$ cat src/rtl/exgcd_pkg.sv
// exgcd_pkg: shared width default and FSM state encoding for the modular-inverse checker.
package exgcd_pkg;
  localparam int WIDTH_DEF = 8;
  typedef enum logic [1:0] {IDLE, NORM, MUL, DONE} state_t;
endpackage

$ cat src/rtl/modmul_shift_add.sv
// modmul_shift_add: serial MSB-first shift-add modular multiply, acc = a_r*x mod b in WIDTH cycles.
module modmul_shift_add
  import exgcd_pkg::*;
#(
  parameter int WIDTH = WIDTH_DEF
) (
  input  logic             clk,
  input  logic             rst_n,
  input  logic             start,
  input  logic [WIDTH-1:0] a_r,
  input  logic [WIDTH-1:0] x,
  input  logic [WIDTH-1:0] b,
  output logic [WIDTH-1:0] acc,
  output logic             done
);
  localparam int CW = $clog2(WIDTH + 1);
  logic [WIDTH+1:0] b_w, t1, t, u1, u;
  logic [WIDTH-1:0] acc_q, sh_q;
  logic [CW-1:0]    cnt_q;
  logic             busy_q;
  // operands stay below b, so each mod needs only one conditional subtract
  assign b_w  = {2'b00, b};
  assign t1   = {1'b0, acc_q, 1'b0};
  assign t    = t1 >= b_w ? t1 - b_w : t1;
  assign u1   = t + (sh_q[WIDTH-1] ? {2'b00, a_r} : '0);
  assign u    = u1 >= b_w ? u1 - b_w : u1;
  assign done = busy_q && cnt_q == CW'(WIDTH - 1);
  assign acc  = acc_q;
  always_ff @(posedge clk or negedge rst_n) begin
    if (!rst_n) begin
      acc_q  <= '0;
      sh_q   <= '0;
      cnt_q  <= '0;
      busy_q <= 1'b0;
    end else if (start) begin
      acc_q  <= '0;
      sh_q   <= x;
      cnt_q  <= '0;
      busy_q <= 1'b1;
    end else if (busy_q) begin
      acc_q  <= u[WIDTH-1:0];
      sh_q   <= sh_q << 1;
      cnt_q  <= cnt_q + CW'(1);
      busy_q <= !done;
    end
  end
endmodule

$ cat src/rtl/modinv_check.sv
// modinv_check: normalises a Bezout coefficient into [0,b) and verifies a*x mod b == 1.
module modinv_check
  import exgcd_pkg::*;
#(
  parameter int WIDTH = WIDTH_DEF
) (
  input  logic             clk,
  input  logic             rst_n,
  input  logic             valid_in,
  input  logic [WIDTH-1:0] data_a,
  input  logic [WIDTH-1:0] data_b,
  input  logic [WIDTH-1:0] gcd,
  input  logic [WIDTH-1:0] inv,
  output logic             in_ready,
  input  logic             out_ready,
  output logic             valid_out,
  output logic [WIDTH-1:0] inv_mod,
  output logic             has_inv,
  output logic             check_ok,
  output logic [7:0]       drop_cnt
);
  state_t                state_q, state_d;
  logic [WIDTH-1:0]      a_q, b_q, g_q, inv_mod_q, acc, a_n;
  logic signed [WIDTH:0] x_q, x_n, b_s;
  logic [7:0]            drop_q;
  logic                  valid_out_q, has_inv_q, check_ok_q, good, norm_exit, start, mul_done;
  assign b_s       = $signed({1'b0, b_q});
  assign x_n       = x_q[WIDTH] ? x_q + b_s : (x_q >= b_s ? x_q - b_s : x_q);
  assign a_n       = a_q >= b_q ? a_q - b_q : a_q;
  assign good      = g_q == WIDTH'(1) && b_q >= WIDTH'(2);
  // exit is judged on the values this cycle produces, so an in-range pair leaves after one step
  assign norm_exit = !x_n[WIDTH] && x_n < b_s && a_n < b_q;
  assign start     = state_q == NORM && good && norm_exit;
  assign in_ready  = state_q == IDLE;
  assign valid_out = valid_out_q;
  assign inv_mod   = inv_mod_q;
  assign has_inv   = has_inv_q;
  assign check_ok  = check_ok_q;
  assign drop_cnt  = drop_q;
  modmul_shift_add #(.WIDTH(WIDTH)) u_mul (
    .clk(clk), .rst_n(rst_n), .start(start), .a_r(a_q), .x(x_n[WIDTH-1:0]), .b(b_q),
    .acc(acc), .done(mul_done)
  );
  always_comb begin
    state_d = state_q;
    case (state_q)
      IDLE:    if (valid_in) state_d = NORM;
      NORM:    if (!good) state_d = DONE; else if (norm_exit) state_d = MUL;
      MUL:     if (mul_done) state_d = DONE;
      default: if (valid_out_q && out_ready) state_d = IDLE;
    endcase
  end
  always_ff @(posedge clk or negedge rst_n) begin
    if (!rst_n) begin
      state_q     <= IDLE;
      a_q         <= '0;
      b_q         <= '0;
      g_q         <= '0;
      x_q         <= '0;
      drop_q      <= '0;
      valid_out_q <= 1'b0;
      inv_mod_q   <= '0;
      has_inv_q   <= 1'b0;
      check_ok_q  <= 1'b0;
    end else begin
      state_q <= state_d;
      if (valid_in && state_q != IDLE && drop_q != 8'hff) drop_q <= drop_q + 8'd1;
      if (state_q == IDLE && valid_in) begin
        a_q <= data_a;
        b_q <= data_b;
        g_q <= gcd;
        x_q <= {inv[WIDTH-1], inv};
      end
      if (state_q == NORM && good) begin
        x_q <= x_n;
        a_q <= a_n;
      end
      // first DONE cycle loads the results; the following cycles hold them for the handshake
      if (state_q == DONE && !valid_out_q) begin
        valid_out_q <= 1'b1;
        inv_mod_q   <= good ? x_q[WIDTH-1:0] : '0;
        has_inv_q   <= good;
        check_ok_q  <= good && acc == WIDTH'(1);
      end
      if (valid_out_q && out_ready) valid_out_q <= 1'b0;
    end
  end
endmodule

$ cat config.mk
export PLATFORM = sky130hd
export DESIGN_NAME = modinv_check
export DESIGN_NICKNAME = d
export VERILOG_FILES = /design/src/rtl/exgcd_pkg.sv /design/src/rtl/modmul_shift_add.sv /design/src/rtl/modinv_check.sv
export SDC_FILE = /design/constraint.sdc
export NUM_CORES = 1
export LEC_CHECK = 0
export ABC_CLOCK_PERIOD_IN_PS = 7400
export CORE_UTILIZATION = 40
export CTS_CLUSTER_SIZE = 25
export DETAILED_ROUTE_END_ITERATION = 7
export DONT_BUFFER_PORTS = 1
export GPL_ROUTABILITY_DRIVEN = 1
export SYNTH_ARGS = -nofsm -noshare
export SYNTH_HDL_FRONTEND = slang
export SYNTH_HIERARCHICAL = 1
export SYNTH_SLANG_ARGS = --single-unit
$ cat constraint.sdc
create_clock -name clk -period 7.4 [get_ports clk]
set_input_delay 0.74 -clock clk [delete_from_list [all_inputs] [get_ports clk]]
set_output_delay 0.74 -clock clk [all_outputs]
set_load 0.03 [all_outputs]
==> metrics, run 1 <==
H-tree depth 3; Ys Warns 6; DRC errors left 0; HPWL Detailed 13700 um; largest net degree at the start of global routing 76; mux cell area share after synthesis 0.0700; register area 1880 um^2; Worst slew margin 0.327; Layout area overhead 7.80%; # diodes 0; First-pass DRT Iterations 6; R2R Path Start b_q[2]; Hold Slack 79.0 ps; simple-gate share of the synthesized area 0.165; CTS Buffer Depth 2; global-route wire length before repair 28500 um; hold buffers post-CTS 0; Synth Cell Area 6260 um^2; GPL Wtd Cong 0.984; number of gates resized after cts 0; vias in the first global route 5192; largest family of logic cells by synthesized area compound AO/OA/AOI/OAI gates; Core Box Area 15300 um^2; Worst Path Required 7650 ps; via count 5271; WL/cell 19.2 um; worst-path maximum fanout 13; post-synthesis sequential area ratio 0.300; min Tclk post-route 6080 ps; Final TNS setup 0 ps; IO Count 56; Port Buf Inserts 0; Post CTS Setup Buffer Count 0; CTS tree done; R2R setup slack 1320 ps; gr usage total 0.230; Layout fillers 1504; adder-cell share of the synthesized area 0.157; Die Span Y 127 um; skew final 9.92 ps; TritonCTS Buffers 9; CTS root buf clkbuf_16; Synth Register Bits 75; most common cell after layout, fill and taps aside dfrtp_1; Avg Cell Area, Syn 8.76 um^2; Worst Reg-to-Reg Cells 25; Reg clk slew, reported paths 60 ps; worst min path class in2async; global route overflow 0; Starting DRT DRC Count 409; initial core utilization 0.410; Post-Syn Instances 714; Final Hold Viols 0; Synth Area in Compound Gates 0.214; # setup viols final 0; number of routed nets with antenna violations 0; top_reg_cell synth dfrtp_1; Netlist cell types 69; worst skew pair latency 350 ps; most frequent cells in the layout dfrtp_1 (75), nand2_1 (73), ha_1 (69), o21ai_0 (54), nor2_1 (52); Tcrit/Tclk final 0.821; crit path capture type flip-flop; synthesized net count 825; status finished clean; Slew Viols, Final 0; final wirelength 17600 um; Vias per Instance 5.73; Die Width 127 um; RSZ-0062 raised after global routing no; Arrival @ worst endpoint 6330 ps; area of the multi-input gates 4080 um^2; number of max-cap violations 0; CP Class reg2reg; clk sink count 75; CP Launch Type flip-flop; FMAX 165 MHz; Die Area 16100 um^2; layout cells sized above 1 0.0804; Critical R2R Capture u_mul/acc[7]; layout net count 815; Post-synth ARST share 1.00; Synth Area in XOR/XNOR 0.0462; initial antenna violation count 0; count of flip-flops with a built-in enable after synthesis 0; Worst Max-Slew Pin Slew 1010 ps; row cnt 45
-- cell usage after synthesis (all sizes together), types with 3 or more instances --
library cell / instances / share of area
nor2b: 12 / 0.013
a31oi: 3 / 0.0030
a211oi: 12 / 0.014
nor3: 11 / 0.0088
nand2: 73 / 0.044
o31ai: 7 / 0.0084
or2: 3 / 0.0030
fa: 6 / 0.019
o211ai: 7 / 0.0092
o21a: 17 / 0.020
buf: 10 / 0.010
a221oi: 3 / 0.0042
xor2: 14 / 0.020
or3: 4 / 0.0040
nor2: 52 / 0.031
a311oi: 3 / 0.0042
clkbuf: 18 / 0.011
a21oi: 41 / 0.033
xnor2: 19 / 0.027
and3: 4 / 0.0040
ha: 69 / 0.14
nand2b: 6 / 0.0060
a21o: 14 / 0.017
nand3: 20 / 0.016
o21ai: 55 / 0.044
o31a: 6 / 0.0084
inv: 45 / 0.027
nand4: 6 / 0.0060
mux2: 22 / 0.040
and2: 9 / 0.0094
dfrtp: 75 / 0.30
a311o: 3 / 0.0048
nor4: 3 / 0.0040
o22ai: 8 / 0.0080
mux2i: 19 / 0.030
o221a: 3 / 0.0054
a21boi: 3 / 0.0036
-- cell families after synthesis --
group | count (synthesis)
buffers and inverters | 74
flip-flops | 75
AO/OA/AOI/OAI | 202
adder cells (fa/ha/maj) | 75
AND/OR/NAND/NOR | 214
XOR/XNOR | 33
multiplexers | 41
-- sequential cells by signal (all words and copies together) (netlist names) --
register      count
a_q               8
b_q               8
check_ok          1
drop_cnt          8
g_q               8
has_inv           1
inv_mod           8
state_q           2
u_mul/acc         8
u_mul/busy_q      1
u_mul/cnt_q       4
u_mul/sh_q        8
valid_out         1
x_q               9
-- area by class of cell --
| class | count | share of cell area |
|---|---|---|
| clock inverter | 6 | 0.0109 |
| inverter | 46 | 0.0256 |
| timing repair buffer | 7 | 0.00779 |
| sequential | 75 | 0.278 |
| multi-input combinational | 565 | 0.604 |
| clock buffer | 10 | 0.0339 |
| tap | 211 | 0.0391 |
-- worst max path at each step --
stage | start | to | slack, ps | cells past startpoint
CTS | b_q[2] | u_mul/acc[7] | 1300 | 25
global route | b_q[0] | u_mul/acc[7] | 920 | 22
floorplan | b_q[2] | u_mul/acc[1] | 1780 | 24
finish | b_q[2] | u_mul/acc[7] | 1320 | 25
detailed placement | b_q[0] | u_mul/acc[7] | 1380 | 24
global placement | b_q[0] | u_mul/acc[6] | 1550 | 24
-- metrics by stage --
stage	utilization	instances	area, um^2	setup WS, ps
global placement	0.422	904	6440	1550
finish	0.442	920	6750	1320
floorplan	-	714	6260	1780
CTS	0.442	920	6750	1300
global route	0.442	920	6750	919
detailed placement	0.422	904	6440	1380
-- routing by layer --
metal / GRT usage / vias up / wire, um
li1: - / 2545 / -
met5: 0 / - / 0
met4: 0.0987 / 0 / 463
met2: 0.361 / 150 / 8020
met1: 0.309 / 2546 / 8290
met3: 0.0456 / 30 / 860
-- critical path, cell delays in order (launching register included) --
cell and delay (ps):
dfrtp_1 410, inv_1 90, ha_1 370, nor2b_4 150, o31a_1 280, o21a_1 220
o31a_1 250, o21a_1 160, nor3_1 150, buf_4 220, mux2i_1 280, inv_1 90
fa_1 430, nor2b_1 150, o31a_1 210, o21a_1 130, nor2_1 40, xnor2_1 210
ha_1 290, or2_2 290, a21oi_1 150, a21oi_1 70, or4b_1 560, o21a_1 290
mux2i_1 190, a211oi_1 260
Power of run 1 is left out: the tool's default activity adds up to more than one toggle a clock period on the data nets, which glitch-free logic cannot reach.
==> run 2, diff against run 1 <==
--- a/config.mk
+++ b/config.mk
@@ -5,7 +5,8 @@
 export SDC_FILE = /design/constraint.sdc
 export NUM_CORES = 1
 export LEC_CHECK = 0
-export ABC_CLOCK_PERIOD_IN_PS = 7400
+export ABC_AREA = 1
+export ABC_CLOCK_PERIOD_IN_PS = 5800
 export CORE_UTILIZATION = 40
 export CTS_CLUSTER_SIZE = 25
 export DETAILED_ROUTE_END_ITERATION = 7
==> constraint.sdc (replaced) <==
create_clock -name clk -period 5.8 [get_ports clk]
set_input_delay 0.58 -clock clk [delete_from_list [all_inputs] [get_ports clk]]
set_output_delay 0.58 -clock clk [all_outputs]
set_load 0.03 [all_outputs]
==> metrics, run 2 <==
status finished clean; synthesized net count 982; number of gates resized after cts 0; clk sink count 75; Arrival @ worst endpoint 5070 ps; HPWL Detailed 12700 um; number of routed nets with antenna violations 0; hold buffers post-CTS 1; via count 5489; max FFs per register 9; # setup viols final 0; Final Hold Viols 0; crit path capture type flip-flop; critical path's largest stage delay 520 ps; top_reg_cell synth dfrtp_1; row cnt 46; Worst Path Required 6100 ps; Hold Slack 112 ps; TritonCTS Buffers 9; Die Width 129 um; CTS tree done; most frequent cells in the layout nand2_1 (238), inv_1 (105), dfrtp_1 (75), ha_1 (69), nand3_1 (60); Post CTS Setup Buffer Count 0; Avg Cell Area, Syn 7.42 um^2; Synth area leader dfrtp_1; Synth Cell Area 6460 um^2; CTS Buffer Depth 2; gr usage total 0.210; Starting DRT DRC Count 327; Synth Register Bits 75; post-synthesis sequential area ratio 0.290; layout net count 978; Die Area 16700 um^2; CTS root buf clkbuf_16; post-synth top area share 0.290; CP Launch Type flip-flop; count of flip-flops with a built-in enable after synthesis 0; Final TNS setup 0 ps; top-count cell post-synth nand2_1; CP most frequent cell nand2_1; global-route wire length before repair 26500 um; RSZ-0062 raised after global routing no; skew final 7.65 ps; Largest Register x_q; IO Count 56; Post-synth ARST share 1.00; vias in the first global route 5195; # placed instances 1071; WL/cell 15.2 um; Worst Max-Slew Pin Slew 908 ps; number of max-cap violations 0; Tcrit/Tclk final 0.822; Die Span Y 129 um; Netlist cell types 52; Port Buf Inserts 0; synth top area cells dfrtp_1 (29%), nand2_1 (14%), ha_1 (13%), inv_1 (6.1%), nand3_1 (4.6%); largest net degree at the start of global routing 76; final wirelength 16600 um; CP max-delay cell dfrtp_1; Ys Warns 6; # diodes 0; Reg clk slew, reported paths 60 ps; Core Box Area 15800 um^2; CP Class reg2reg; worst skew pair latency 360 ps; layout cells sized above 1 0.0975; H-tree depth 3; FMAX 210 MHz; initial antenna violation count 0; First-pass DRT Iterations 5; Worst slew margin 0.392; synth cell count leaders nand2_1 (238), inv_1 (105), dfrtp_1 (75); worst-path maximum fanout 13; GPL Wtd Cong 0.903; min Tclk post-route 4770 ps; global route overflow 0; Vias per Instance 5.05; Layout area overhead 8.46%; DRC errors left 0; most common cell after layout, fill and taps aside nand2_1; Non-Filler Instances 1088; initial core utilization 0.408; Slew Viols, Final 0; worst min path class in2async; Post-Syn Instances 871
## run 2: cell types whose count changed after synthesis, moves of 11 or more
cell	before	now
nand2_2	0	21
o21a_1	17	0
nand3_1	20	60
mux2_2	22	1
nand2_1	73	238
mux2i_1	19	0
inv_1	45	105
o21ai_0	54	30
nor2b_1	11	0
## run 2: cells by family after synthesis
group | Yosys count | synth area share
and+or+nand+nor | 426 | 0.309
buffers and inverters | 133 | 0.0836
AOI/OAI and AO/OA | 132 | 0.124
adders and majority gates | 75 | 0.152
DFF | 75 | 0.290
xor gates and xnor gates | 29 | 0.0393
muxes | 1 | 0.00174
## run 2: area by class of cell
cell class	count	area, um^2
clock buffer	10	239
clock inverter	6	96.3
fill	1635	8820
inverter	113	424
multi-input combinational	663	4050
sequential	75	1880
tap	216	270
timing repair buffer	5	57.6
## run 2: stage by stage
| stage | instance area (um^2) | utilization | setup WS, ps |
|---|---|---|---|
| after global placement | 6650 | 0.420 | 1140 |
| after floorplan | 6460 | - | 1570 |
| after detailed placement | 6650 | 0.420 | 1090 |
| final | 7010 | 0.443 | 1030 |
| after CTS | 7010 | 0.443 | 1050 |
| after global routing | 7010 | 0.443 | 572 |
## run 2: path summary, 6_finish.rpt
kind | endpoint | from | slack, ps | cells past startpoint
min in group clk | g_q[4] | gcd[4] | 330 | 2
hold / removal | u_mul/sh_q[3] | rst_n | 110 | 1
setup reg to reg | u_mul/acc[4] | b_q[1] | 1030 | 31
setup / recovery | u_mul/acc[4] | b_q[1] | 1030 | 31
max in group asynchronous | b_q[1] | rst_n | 5360 | 1
hold reg to reg | u_mul/sh_q[2] | u_mul/sh_q[1] | 470 | 2
## run 2: routing by layer
metal  GRT usage  vias to the layer above  wire length (um)
met5           0                        -                 0
met1       0.273                     2509              7850
li1            -                     2845                 -
met4      0.0692                        0               334
met2       0.338                      107              7620
met3      0.0549                       28               754
## run 2: critical path: cells and delay by family, from the launching register on
kind                       cells  cell delay (ps)
and+or+nand+nor               16             1510
buffers and inverters          6              540
DFF                            1              520
adders and majority gates      4             1260
AOI/OAI and AO/OA              5              880
Power of run 2 is left out for the same reason.
==> run 3, diff against run 2 <==
--- a/config.mk
+++ b/config.mk
@@ -6,7 +6,7 @@
 export NUM_CORES = 1
 export LEC_CHECK = 0
 export ABC_AREA = 1
-export ABC_CLOCK_PERIOD_IN_PS = 5800
+export ABC_CLOCK_PERIOD_IN_PS = 4850
 export CORE_UTILIZATION = 40
 export CTS_CLUSTER_SIZE = 25
 export DETAILED_ROUTE_END_ITERATION = 7
==> constraint.sdc (replaced) <==
create_clock -name clk -period 4.85 [get_ports clk]
set_input_delay 0.485 -clock clk [delete_from_list [all_inputs] [get_ports clk]]
set_output_delay 0.485 -clock clk [all_outputs]
set_load 0.03 [all_outputs]
==> metrics, run 3 (synthesis gave the netlist of run 2 again) <==
status finished clean; clk sink count 75; H-tree depth 3; CP most frequent cell nor2_1; Worst Reg-to-Reg Cells 21; R2R setup slack 370 ps; CP Class reg2reg; global route overflow 0; min Tclk post-route 4480 ps; GPL Wtd Cong 0.905; number of max-cap violations 0; CP Launch Type flip-flop; Area after DPL 6690 um^2; Non-Filler Instances 1101; Die Span Y 129 um; layout cells sized above 1 0.122; Buf/Inv on CP 3; post-route cell area 7110 um^2; gr usage total 0.211; worst-path maximum fanout 16; Arrival @ worst endpoint 4700 ps; CTS tree done; row cnt 46; Worst Path Required 5080 ps; Critical Path Stages 21; CTS root buf clkbuf_16; Core Box Area 15800 um^2; Slew Viols, Final 0; Reg clk slew, reported paths 60 ps; skew final 7.78 ps; WL/cell 15.3 um; crit-path cells buf_4 -> ha_1 -> fa_1 -> inv_1 -> nor2_2 -> o21ai_1 -> nand2_1 -> a21boi_1 -> a21oi_1 -> nor3_2 -> ha_1 -> a21oi_1 -> o211ai_1 -> nor2_1 -> nand3_2 -> a21oi_2 -> nand2_2 -> nor2_1 -> nor2_1 -> inv_1 -> o21ai_0; FMAX 223 MHz; Top delay family on crit path simple AND/OR/NAND/NOR gates; most common cell after layout, fill and taps aside nand2_1; layout net count 991; Final TNS setup 0 ps; Port Buf Inserts 0; Largest Register x_q; global-route wire length before repair 26900 um; critical path's largest stage delay 440 ps; Tcrit/Tclk final 0.923; CTS Buffer Depth 2; # setup viols final 0; CP max-delay cell nor3_2; IO Count 56; crit path capture type flip-flop; Die Width 129 um; # diodes 0; initial antenna violation count 0; worst skew pair latency 350 ps; Starting DRT DRC Count 320; number of routed nets with antenna violations 0; largest net degree at the start of global routing 76; initial core utilization 0.408; DRC errors left 0; TritonCTS Buffers 9; Layout area overhead 9.99%; via count 5681; Vias per Instance 5.16; Worst Max-Slew Pin Slew 1040 ps; final wirelength 16800 um; worst min path class in2async; vias in the first global route 5282; Final Hold Viols 0; # placed instances 1077; First-pass DRT Iterations 4; Worst slew margin 0.305; max FFs per register 9; most frequent cells in the layout nand2_1 (238), inv_1 (105), dfrtp_1 (70), ha_1 (67), nand3_1 (60); Die Area 16700 um^2; HPWL Detailed 13000 um
==> run 3: worst paths after layout <==
check	endpoint	from
hold / removal	u_mul/busy_q	rst_n
setup reg to reg	u_mul/sh_q[1]	b_q[0]
min in group clk	valid_out	out_ready
max in group asynchronous	b_q[7]	rst_n
setup / recovery	u_mul/sh_q[1]	b_q[0]
hold reg to reg	g_q[0]	g_q[0]
==> run 3: stage by stage <==
stage	worst slack, ps	util	hold slack (ps)
finish	373	0.449	22.3
global route	-13.8	0.449	52.6
CTS	141	0.444	38.9
detailed placement	174	0.423	195
global placement	316	0.423	195
floorplan	620	-	189
==> run 3: cell type report <==
class / count / area (um^2)
clock buffer: 9 / 225
tap: 216 / 270
sequential: 75 / 1880
inverter: 113 / 429
multi-input combinational: 664 / 4080
clock inverter: 7 / 78.8
timing repair buffer: 17 / 148
fill: 1626 / 8720
==> run 3: what timing repair did <==
item / 4_1_cts / 5_1_grt
hold buffers: 1 / 0
endpoints found under the setup margin: 0 / 10
buffers inserted: 0 / 6
endpoints found under the hold margin: 75 / 0
resized for setup: 0 / 13
==> run 3: worst reg2reg max path, delay by kind of cell (launching register included) <==
kind	cells	cell delay, ps
buf+inv	3	420
simple gates	8	1590
flops	1	430
compound gates	7	930
fa+ha+maj	3	990
==> run 3: routing by layer <==
layer / track usage / share of wire
met1: 0.280 / 0.47
met2: 0.340 / 0.47
met3: 0.0421 / 0.042
met4: 0.0775 / 0.021
met5: 0 / 0
Power of run 3 is left out for the same reason.
